==> src/rtl/alu_seq_ctrl.sv <==
// Sequencing controller for a bus-based register-file ALU: it walks one
// captured instruction through read-A, read-B, execute and write-back strobes.
module alu_seq_ctrl #(
  parameter int         NUM_REGS  = 5,
  parameter logic [3:0] UNARY_OPC = 4'b1110,
  parameter logic [3:0] OPC_MIN   = 4'b1000,
  parameter logic [3:0] OPC_MAX   = 4'b1110
) (
  input  logic                clk,
  input  logic                rst,
  input  logic                start,
  input  logic [15:0]         instruction,
  output logic                busy,
  output logic                done,
  output logic                err,
  output logic                pc_inc,
  output logic                alu_in0,
  output logic                alu_in1,
  output logic                alu_out_latch,
  output logic                alu_out_en,
  output logic [NUM_REGS-1:0] rx_out,
  output logic [NUM_REGS-1:0] rx_in
);

  localparam logic [3:0] IDLE      = 4'd0;
  localparam logic [3:0] RDA_SETUP = 4'd1;
  localparam logic [3:0] RDA_LATCH = 4'd2;
  localparam logic [3:0] GAP       = 4'd3;
  localparam logic [3:0] RDB_SETUP = 4'd4;
  localparam logic [3:0] RDB_LATCH = 4'd5;
  localparam logic [3:0] EXEC      = 4'd6;
  localparam logic [3:0] OUT_DRV   = 4'd7;
  localparam logic [3:0] WB        = 4'd8;
  localparam logic [3:0] DONE      = 4'd9;
  localparam logic [3:0] ERR       = 4'd10;

  localparam logic [6:0] NUM_REGS_W = 7'(NUM_REGS);

  logic [3:0]  state;
  logic [3:0]  next_state;
  logic [15:0] instr_q;

  logic        is_alu;
  logic        is_unary_in;
  logic        idx_ok;
  logic        accept;
  logic        is_unary_q;

  // Register index i drives rx bit NUM_REGS-1-i, so index 0 lands on the MSB.
  function automatic logic [NUM_REGS-1:0] onehot(input logic [5:0] idx);
    logic [NUM_REGS-1:0] v;
    v = '0;
    for (int j = 0; j < NUM_REGS; j++) begin
      if ({1'b0, idx} == 7'(NUM_REGS - 1 - j)) v[j] = 1'b1;
    end
    return v;
  endfunction

  assign is_alu      = (instruction[15:12] >= OPC_MIN) && (instruction[15:12] <= OPC_MAX);
  assign is_unary_in = (instruction[15:12] == UNARY_OPC);
  assign idx_ok      = ({1'b0, instruction[11:6]} < NUM_REGS_W) &&
                       (is_unary_in || ({1'b0, instruction[5:0]} < NUM_REGS_W));
  assign accept      = start && (state == IDLE) && is_alu;
  assign is_unary_q  = (instr_q[15:12] == UNARY_OPC);

  // The instruction is frozen at accept so later bus activity cannot disturb it.
  always_ff @(posedge clk or negedge rst) begin
    if (!rst) begin
      state   <= IDLE;
      instr_q <= '0;
    end else begin
      state <= next_state;
      if (accept) instr_q <= instruction;
    end
  end

  always_comb begin
    next_state = IDLE;
    case (state)
      IDLE:      next_state = accept ? (idx_ok ? RDA_SETUP : ERR) : IDLE;
      RDA_SETUP: next_state = RDA_LATCH;
      RDA_LATCH: next_state = is_unary_q ? EXEC : GAP;
      GAP:       next_state = RDB_SETUP;
      RDB_SETUP: next_state = RDB_LATCH;
      RDB_LATCH: next_state = EXEC;
      EXEC:      next_state = OUT_DRV;
      OUT_DRV:   next_state = WB;
      WB:        next_state = DONE;
      DONE:      next_state = IDLE;
      ERR:       next_state = IDLE;
      default:   next_state = IDLE;
    endcase
  end

  // Pure Moore decode; unused encodings fall through with every output low.
  always_comb begin
    busy          = 1'b0;
    done          = 1'b0;
    err           = 1'b0;
    pc_inc        = 1'b0;
    alu_in0       = 1'b0;
    alu_in1       = 1'b0;
    alu_out_latch = 1'b0;
    alu_out_en    = 1'b0;
    rx_out        = '0;
    rx_in         = '0;
    case (state)
      RDA_SETUP: begin
        busy   = 1'b1;
        pc_inc = 1'b1;
        rx_out = onehot(instr_q[11:6]);
      end
      RDA_LATCH: begin
        busy    = 1'b1;
        alu_in0 = 1'b1;
        rx_out  = onehot(instr_q[11:6]);
      end
      GAP: busy = 1'b1;
      RDB_SETUP: begin
        busy   = 1'b1;
        rx_out = onehot(instr_q[5:0]);
      end
      RDB_LATCH: begin
        busy    = 1'b1;
        alu_in1 = 1'b1;
        rx_out  = onehot(instr_q[5:0]);
      end
      EXEC: begin
        busy          = 1'b1;
        alu_out_latch = 1'b1;
      end
      OUT_DRV: begin
        busy       = 1'b1;
        alu_out_en = 1'b1;
      end
      WB: begin
        busy       = 1'b1;
        alu_out_en = 1'b1;
        rx_in      = onehot(instr_q[11:6]);
      end
      DONE: begin
        busy = 1'b1;
        done = 1'b1;
      end
      ERR: begin
        busy   = 1'b1;
        done   = 1'b1;
        err    = 1'b1;
        pc_inc = 1'b1;
      end
      default: ;
    endcase
  end

endmodule

==> config.mk <==
export PLATFORM = sky130hd
export DESIGN_NAME = alu_seq_ctrl
export DESIGN_NICKNAME = d
export VERILOG_FILES = /design/src/rtl/alu_seq_ctrl.sv
export SDC_FILE = /design/constraint.sdc
export NUM_CORES = 1
export LEC_CHECK = 0
export BUFFER_PORTS_ARGS = -buffer_cell sky130_fd_sc_hd__buf_2
export CORE_UTILIZATION = 45
export DETAILED_ROUTE_END_ITERATION = 6
export GPL_TIMING_DRIVEN = 0
export PLACE_DENSITY = 0.71
export SYNTH_ARGS = -nofsm -noshare
export SYNTH_HDL_FRONTEND = slang
export SYNTH_SLANG_ARGS = --single-unit
==> constraint.sdc <==
create_clock -name clk -period 1.81 [get_ports clk]
set_input_delay 0.543 -clock clk [delete_from_list [all_inputs] [get_ports clk]]
set_output_delay 0.543 -clock clk [all_outputs]
set_load 0.02 [all_outputs]
## Word-level counts from Yosys, hierarchy flattened

Index checks and enable logic that the tools add are counted.

- Bits in registers: 20
- Input bits: 19
- Output and inout bits: 18
- Logic and storage cells: 64

- Order comparisons: 4
- Equal/unequal tests: 20
- Muxes and demuxes: 24
- Reductions and logical operators: 14

Operators with widths:

| operator | number |
|---|---|
| $pmux W4 S9 | 1 |
| $eq A6 B2 Y1 const B | 4 |
| $eq A4 B4 Y1 const B | 5 |
| $mux W1 | 18 |
| $eq A4 B3 Y1 const B | 4 |
| $eq A6 B1 Y1 const B | 2 |
| $eq A6 B3 Y1 const B | 2 |
| $logic_not A6 Y1 | 2 |
| $lt A6 B3 Y1 const B | 2 |
| $pmux W5 S2 | 1 |
| $reduce_or A10 Y1 | 1 |
| $reduce_or A2 Y1 | 5 |
| $eq A4 B2 Y1 const B | 2 |
| $mux W4 | 2 |
| $mux W5 | 1 |
| $eq A4 B1 Y1 const B | 1 |
| $ge A4 B4 Y1 const B | 1 |
| $le A4 B4 Y1 const B | 1 |
| $logic_and A1 B1 Y1 | 4 |
| $logic_not A4 Y1 | 1 |
| $mux W3 | 1 |
| $logic_or A1 B1 Y1 | 1 |

## Logic depth before layout (Yosys ltp)

Gate-level depths: netlist (run 1).

- Word-level depth: 6
- Depth in mapped cells: 5
- Gate-level depth less buffers: 4

## Least setup slack after synthesis (run 1)

Ideal clock, no wire load.

- Path kind: reg-to-output
- From: register state[1]
- To: output port rx_out[2]
- Arrival time: 1.677 ns
- Data required time: 1.267 ns
- Path slack: -0.410 ns
- Cell stages (with the launch flop): 6
- Path buffers: 1
- Path through: dfrtp_1 -> buf_6 -> or4_4 -> nor3_4 -> nand2_1 -> o22ai_1

- Longest elaborated chain between the ends: 3
- Elaborated cells between the ends (all ways): 7
- Those cells by class: eq/ne (4); mux (1); reduce/logical (2)

RTL lines:

| what | line | text |
|---|---|---|
| start: declaration | 39 | `logic [3:0] state;` |
| start signal: assignment | 72 | `state <= next_state;` |
| $eq A4 B3 Y1, or another cell as far along | 107 | `case (state)` |
| $reduce_or A2 Y1 (no source line) | - |  |
| $pmux W5 S2 * | 107 |  |
| end: declaration | 21 | `output logic [NUM_REGS-1:0] rx_out,` |

Mark *: on every way between the ends. The rest lies on a longest branch, timed or not.

## Final worst setup path (run 1)

Same ends and word-level chain as after synthesis.

==> results.txt, run 1 <==
* Final antenna-violating net count: 0
- Data arrival time of the critical path: 1.91 ns
- Hold/Removal Path Class: in2async
* Layout Nets: 194
- In the routed design, unresolved DRC markers number 0.
- Post-route cell area: 1980 µm²
* Placed cell areas: 1500 µm²
- Area share of the leading cell type in the synthesized netlist: 42.1%
- Ranking of synthesized cells by instance count: sky130_fd_sc_hd__dfrtp_1 (20), sky130_fd_sc_hd__nor2_1 (14), sky130_fd_sc_hd__mux2_4 (9)
* Peak per-stage delay on the critical path: 0.44 ns
- Summed over all instances, the cell type with the most area after synthesis is sky130_fd_sc_hd__dfrtp_1.
- The clock reaches the later pin of the worst-skew pair after 0.32 ns.
- Violations in the final reports: setup timing
* Internal reg-to-reg setup slack: -0.08 ns
- Final critical-path share of the clock period: 135%
- Clock-pin slew was measured on the worst setup and hold paths at 0.13 ns.
* Routability congestion estimate from global placement: 0.821
- Synthesized netlist net count: 132
- The critical path contains buffers and inverters numbering 2 combined.
- The first global-routing pass estimated 5220 µm of wire.
* Die span in y: 53.4 µm
- The number of hold-slack violations in the final timing report came to 0.
- Compared with the post-synthesis result, the final layout area differs by 66.6%.
- The synthesized netlist contains 38 unique library cells.
- In this design, the critical path's most frequently occurring cell is sky130_fd_sc_hd__buf_6.
* Cells on worst reg2reg path: 7
* Endpoint of the lowest-slack register-to-register path: instr_q[11]
- The count of final max-slew check failures came to 0.
* H-tree depth: 1
* Count of synthesis-stage warnings from yosys: 0
- Avg Cell Area, Syn: 10.5 µm²
- In this run the static leakage power is 0.865 nW.
* Clock buffer depth: 2
* Family of cells with the greatest summed delay on the critical path: simple AND/OR/NAND/NOR gates
- After detailed routing, the average wire length per cell comes to 18.8 µm.
- Number of flops mapped to enable cells by yosys: 0
- Sequential fraction of the synthesis area: 42.1%
- Detailed-router iteration count before antenna repair: 4
- Slew headroom: 68.1%
- Total setup violations reported at the end of the flow: 31
- Dividing total power by cell area gives a power density of 1530 nW/µm².
- Wire length after detailed routing: 3830 µm
- The root buffer cell chosen for the clock tree is sky130_fd_sc_hd__clkbuf_4.
* Starting density of the core: 48.0%
* Setup Skew: 0.0151 ns
- For the worst setup path, the data required time is 1.27 ns.
- Main area contributors after synthesis: sky130_fd_sc_hd__dfrtp_1 (42%), sky130_fd_sc_hd__mux2_4 (11%), sky130_fd_sc_hd__mux2_2 (5.7%), sky130_fd_sc_hd__nor2_1 (4.4%), sky130_fd_sc_hd__o21ai_0 (2.5%)
- Crit path capture type: output pin
- Worst Path Class, Setup: reg2out
- The initial antenna violation count came to 0.
* Via density per instance: 5.70
* Largest voltage drop on the vdd net: 1.28 mV
- The via count of the first global-routing pass is 1,114.
* Site Rows: 18
* Async SR Flop Fraction: 100%
- Post-Synthesis Cell Area: 1190 µm²
* Peak fanout along the critical path: 5
- On the critical path, the stage with the largest delay is an instance of sky130_fd_sc_hd__or4_4.
* Final min period: 2.45 ns
- CTS saw 20 sinks.
- Result of the run: finished with violations
* Top FF cell, synth: sky130_fd_sc_hd__dfrtp_1
- Launching element type of the critical path: flip-flop
* Transition time of the tightest slew-check pin: 0.478 ns
- The total area inside the core boundary comes to 2480 µm².
- After the first detailed-routing iteration, the DRC count stood at 28.
- TritonCTS built the clock tree.
- Most frequent cell after synthesis: sky130_fd_sc_hd__dfrtp_1
- The die covers 2850 µm².
- Diodes inserted: 0
- Traced cell by cell, the critical path runs through buf_6, or4_4, nor3_4, nand2_2, o22ai_4, buf_6.
* Die boundary width: 53.4 µm
- Boundary Pins: 37
* Worst setup timing slack at the placement stage: -0.449 ns
- Maximum number of pins on one net before global-route repair: 21
- Reported max-cap violation count: 0
* Cts bufs inserted: 3
* Achievable clock frequency: 408 MHz
* DP HPWL: 2180 µm
- Register bit total from synthesis: 20
- The total overflow left after global routing is 0.
* Total number of cells along the worst setup path: 6
- In the final layout, the share of cells above drive strength 1 is 67.8%.
- Setup total negative slack on the finished layout was measured at -8.56 ns.
- Global routing used 26.1% of the available tracks.
* Post-route worst setup slack: -0.642 ns
- Crit Reg-Reg Startpoint: state[1]
- The count of buffers added on input and output ports is 36.
* Setup repair after global routing missed its margin: true
* Count of mapped cells out of synthesis: 113
* Routed vias: 1,163
==> power breakdown <==
| part | switching [mW] | internal [mW] | total (mW) | leakage (nW) |
|---|---|---|---|---|
| sequential | 0.260 | 0.665 | 0.925 | 0.240 |
| combinational | 0.866 | 0.962 | 1.83 | 0.605 |
| clock | 0.155 | 0.123 | 0.278 | 0.0210 |
==> cell type report <==
type	count	area [µm²]
Inverter	3	11.3
Buffer	5	60.1
Multi-Input combinational cell	85	845
Sequential cell	20	502
Fill cell	148	495
Tap cell	30	37.5
Timing Repair Buffer	57	490
Clock buffer	4	36.3
==> what timing repair did <==
item	CTS	global route
hold buffers	0	0
cloned	1	0
resized for setup	55	19
endpoints found under the setup margin	27	32
pin swaps	12	2
buffers inserted	13	7
==> cells in the final DEF, fill, tap and decap left out, types with 3 or more instances in the layout <==
cell	synthesis	routed
sky130_fd_sc_hd__buf_6	1	20
sky130_fd_sc_hd__dfrtp_1	20	19
sky130_fd_sc_hd__buf_2	1	18
sky130_fd_sc_hd__buf_4	0	18
sky130_fd_sc_hd__mux2_4	9	11
sky130_fd_sc_hd__nor2_4	0	8
sky130_fd_sc_hd__nor2_1	14	4
sky130_fd_sc_hd__nand3_1	4	4
sky130_fd_sc_hd__nand2_1	8	4
sky130_fd_sc_hd__mux2_2	6	4
sky130_fd_sc_hd__nor3_1	5	3
sky130_fd_sc_hd__nand2b_4	0	3
sky130_fd_sc_hd__o21ai_0	6	3
sky130_fd_sc_hd__a21oi_1	4	3
sky130_fd_sc_hd__clkbuf_4	0	3
==> registers in the layout, indices dropped and copies added (netlist names) <==
signal   flops
state        4
instr_q     16
==> worst max path at each step <==
| stage | startpoint | slack [ns] | end |
|---|---|---|---|
| 3_3_place_gp | state[1] | -0.42 | rx_out[2] |
| 6_report | state[1] | -0.64 | rx_out[2] |
| 5_1_grt | state[0] | -0.72 | rx_in[3] |
| 4_1_cts | state[1] | -0.61 | rx_out[4] |
| 2_1_floorplan | state[1] | -0.26 | rx_out[2] |
| 3_5_place_dp | state[1] | -0.45 | rx_out[2] |
==> metal layers <==
metal  global-route usage (%)  vias up  wire [µm]
li1                         -      530          -
met1                     33.3      581       1560
met2                     45.6       43       2060
met3                     4.02        9        128
met4                     5.70        0         81
met5                        0        -          0
==> cells by family (layout without fill, tap and decap cells) <==
family / count (synthesis) / in the layout / synth area share, %
compound gates: 20 / 20 / 11.5
xor+xnor: 1 / 1 / 0.736
mux: 16 / 16 / 17.9
buf+inv: 8 / 69 / 4.63
flops: 20 / 20 / 42.1
simple gates: 48 / 48 / 23.2
==> stage by stage <==
stage | hold slack, ns | util, % | instances | power [mW]
after floorplan | 0.247 | - | 113 | 1.75
after global placement | 0.455 | 60.5 | 179 | 1.98
after detailed placement | 0.471 | 60.5 | 179 | 2.03
after CTS | 0.177 | 74.8 | 197 | 2.70
after global routing | 0.186 | 80.0 | 204 | 3.19
final | 0.157 | 80.0 | 204 | 3.03
(Power assumes the default switching activity.)
==> run 2: changes to the inputs <==
- CORE_UTILIZATION: 45 -> 26
- PLACE_DENSITY: 0.71 -> 0.45
==> results.txt, run 2 (same netlist as run 1, synthesis figures left out) <==
- The critical path is of the reg2out type.
* Final critical-path share of the clock period: 132% (-3.0 points)
- The maximum net fanout on the critical path came to 5 (unchanged).
* Internal reg-to-reg setup slack: -0.17 ns (-0.09 ns)
* Leading cell type in the layout, fill and taps excluded: sky130_fd_sc_hd__buf_6
- Power Density: 1550 nW/µm² (+1.3%)
- The met1 usage came to 17.9% (-15 points).
* Initial detailed-routing violation count: 48 (+71%)
* # fillers: 399 (+170%)
* Setup Skew: 0.00449 ns (-0.0106 ns)
- The pin count of the biggest net entering global routing is 21 (unchanged).
- Fraction of met3 tracks used by global routing: 2.76% (-1.3 points)
* Final min period: 2.40 ns (-0.0536 ns)
* Number of global-route vias before repair: 1,129 (+1.3%)
* Crit Reg-Reg Startpoint: state[1]
- The final worst hold slack was 0.230 ns (+0.0726 ns).
- Most flop-heavy register: instr_q
- Total setup violations reported at the end of the flow: 32 (+3.2%)
- Sequential standard cell area: 502 µm² (unchanged)
* Die span in y: 69.7 µm (+30%)
- In this design, the critical path's most frequently occurring cell is sky130_fd_sc_hd__buf_6.
- The maximum buffer depth of the clock tree came to 2 (unchanged).
- Leakage power: 0.937 nW (+8.3%)
- Placed instance count: 201 (+12%)
- The number of levels in the clock H-tree is 1 (unchanged).
- Endpoint of the lowest-slack register-to-register path: instr_q[7]
* Post-route worst setup slack: -0.588 ns (+0.0536 ns)
- Largest voltage drop on the vdd net: 0.522 mV (-59%)
- In this design, the largest share of critical-path delay is due to simple AND/OR/NAND/NOR gates.
- The total clock buffers created by CTS is 3 (unchanged).
- Wire length of the first global-routing pass: 5340 µm (+2.2%)
- Top Registers: instr_q (16), state (4)
- Cells traversed along the worst timing path: buf_6, or4_4, nor3_4, nand2_2, o22ai_4, buf_6
* Violations in the final reports: setup timing
- DRC viols: 0 (unchanged)
- Slew headroom: 67.6% (-0.47 points)
- The die width was 69.7 µm (+30%).
- Crit path capture type: output pin
- The post-detailed-route wirelength per cell came to 15.6 µm (-17%).
- TritonCTS clock tree: built
- Most Used Layer, Global Route: met2
- The sum of overflow across all layers after global routing came to 0 (unchanged).
- Reported max-cap violation count: 0 (unchanged)
- Port bufs: 36 (unchanged)
- The flip-flop count of the largest register, all copies and words added was 16 (unchanged).
* Launching element type of the critical path: flip-flop
- Achievable clock frequency: 417 MHz (+2.2%)
* Count of final hold-check violations: 0 (unchanged)
- Starting density of the core: 27.1% (-21 points)
- Setup repair after global routing missed its margin: true
- Met2 Track Usage GR: 23.8% (-22 points)
* Routability congestion estimate from global placement: 0.748 (-8.8%)
- Count of pins over their slew limit: 0 (unchanged)
* Clock slew seen by the registers of the worst setup and hold paths: 0.08 ns (-0.05 ns)
- The worst hold path belongs to the class in2async.
- The number of placement rows was 24 (+6).
* Buffer cell driving the clock tree root: sky130_fd_sc_hd__clkbuf_8
* Sinks on Clock Net: 20 (unchanged)
* Routed vias: 1,137 (-2.2%)
* Global-route usage over all layers: 14.0% (-12 points)
- Area of the die: 4850 µm² (+70%)
- Overall power consumption: 3.35 mW (+11%)
- The floorplan core area came to 4380 µm² (+77%).
* DP HPWL: 2310 µm (+5.8%)
- The area taken by multi-input logic gates was 876 µm² (+3.7%).
- The total number of nets in the final design came to 204 (+5.2%).
- Data arrival time of the critical path: 1.86 ns (-0.05 ns)
- Peak per-stage delay on the critical path: 0.44 ns (about the same)
* Cells on worst reg2reg path: 8 (+1)
* Diodes inserted: 0 (unchanged)
- Ratio of cells with drive above 1 in the final layout: 69.6% (+1.7 points)
* Result of the run: finished with violations
- Via density per instance: 4.82 (-15%)
* Final antenna-violating net count: 0 (unchanged)
- The final standard cell count with taps included and fillers excluded came to 236 (+16%).
- Worst path buffer plus inverter count: 2 (unchanged)
* Cell with the biggest individual delay on the critical path: sky130_fd_sc_hd__or4_4
- The clock latency of the later-clocked register in the worst-skew pair was 0.26 ns (-0.06 ns).
- Layout area overhead: 82.0%
* Top library cells by usage in the layout, fill and taps aside: sky130_fd_sc_hd__buf_6 (27), sky130_fd_sc_hd__buf_4 (20), sky130_fd_sc_hd__dfrtp_1 (19)
- The number of optimization iterations in the first detailed-route pass is 3 (-1).
* Transition time of the tightest slew-check pin: 0.485 ns (+0.00703 ns)
* Data required time of the worst path: 1.27 ns (about the same)
- Initial antenna violation count: 0 (unchanged)
- The overall routed net length was 3670 µm (-4.2%).
- Boundary Pins: 37 (unchanged)
==> run 2: cell count changes in the layout (fill, tap and decap cells not counted), moves of 2 or more <==
cell / previous run / this run
sky130_fd_sc_hd__clkbuf_4: 3 / 0
sky130_fd_sc_hd__nor3_2: 2 / 0
sky130_fd_sc_hd__mux2_2: 4 / 2
sky130_fd_sc_hd__mux2_4: 11 / 13
sky130_fd_sc_hd__nor3_4: 1 / 3
sky130_fd_sc_hd__buf_4: 18 / 20
sky130_fd_sc_hd__buf_6: 20 / 27
sky130_fd_sc_hd__clkbuf_8: 2 / 5
sky130_fd_sc_hd__buf_12: 2 / 4
sky130_fd_sc_hd__nor2_4: 8 / 6
==> run 2: layout make-up <==
| class | instances | area share [%] |
|---|---|---|
| Timing Repair Buffer | 67 | 27.6 |
| Multi-Input combinational cell | 85 | 40.4 |
| Buffer | 5 | 2.77 |
| Sequential cell | 20 | 23.2 |
| Tap cell | 52 | 3.00 |
| Inverter | 3 | 0.520 |
| Clock buffer | 4 | 2.54 |
==> run 2: routing by layer <==
metal  vias up  wire [µm]
met4         0         43
met5         -          0
met3         6        139
li1        549          -
met1       556       1610
met2        26       1870
==> run 2: power breakdown <==
group          switching, mW  internal, mW
clock network          0.155         0.194
logic                  0.908          1.17
registers              0.260         0.667
total                   1.32          2.03
==> run 2: per-stage QoR <==
step	worst slack (ns)	area [µm²]	setup TNS [ns]	util [%]
finish	-0.588	2170	-8.85	49.4
global route	-0.686	2170	-10.90	49.4
CTS	-0.560	1940	-7.18	44.2
global placement	-0.433	1530	-4.63	34.8
floorplan	-0.260	1280	-1.64	-
detailed placement	-0.463	1530	-4.87	34.8
==> run 2: worst max path at each step <==
stage / from / end / slack [ns] / cells after the start
finish: state[1] / rx_out[2] / -0.59 / 6
global route: state[1] / rx_out[2] / -0.69 / 6
CTS: state[1] / rx_out[2] / -0.56 / 6
detailed placement: state[1] / rx_out[2] / -0.46 / 6
global placement: state[1] / rx_out[2] / -0.43 / 6
floorplan: state[1] / rx_out[2] / -0.26 / 5
==> run 2: repair_timing <==
| item | in CTS | in global routing |
|---|---|---|
| setup endpoints to repair | 27 | 32 |
| hold buffers | 0 | 0 |
| resized for setup | 60 | 24 |
| setup buffers | 13 | 18 |
| pin swaps | 10 | 10 |
| cloned | 1 | 0 |
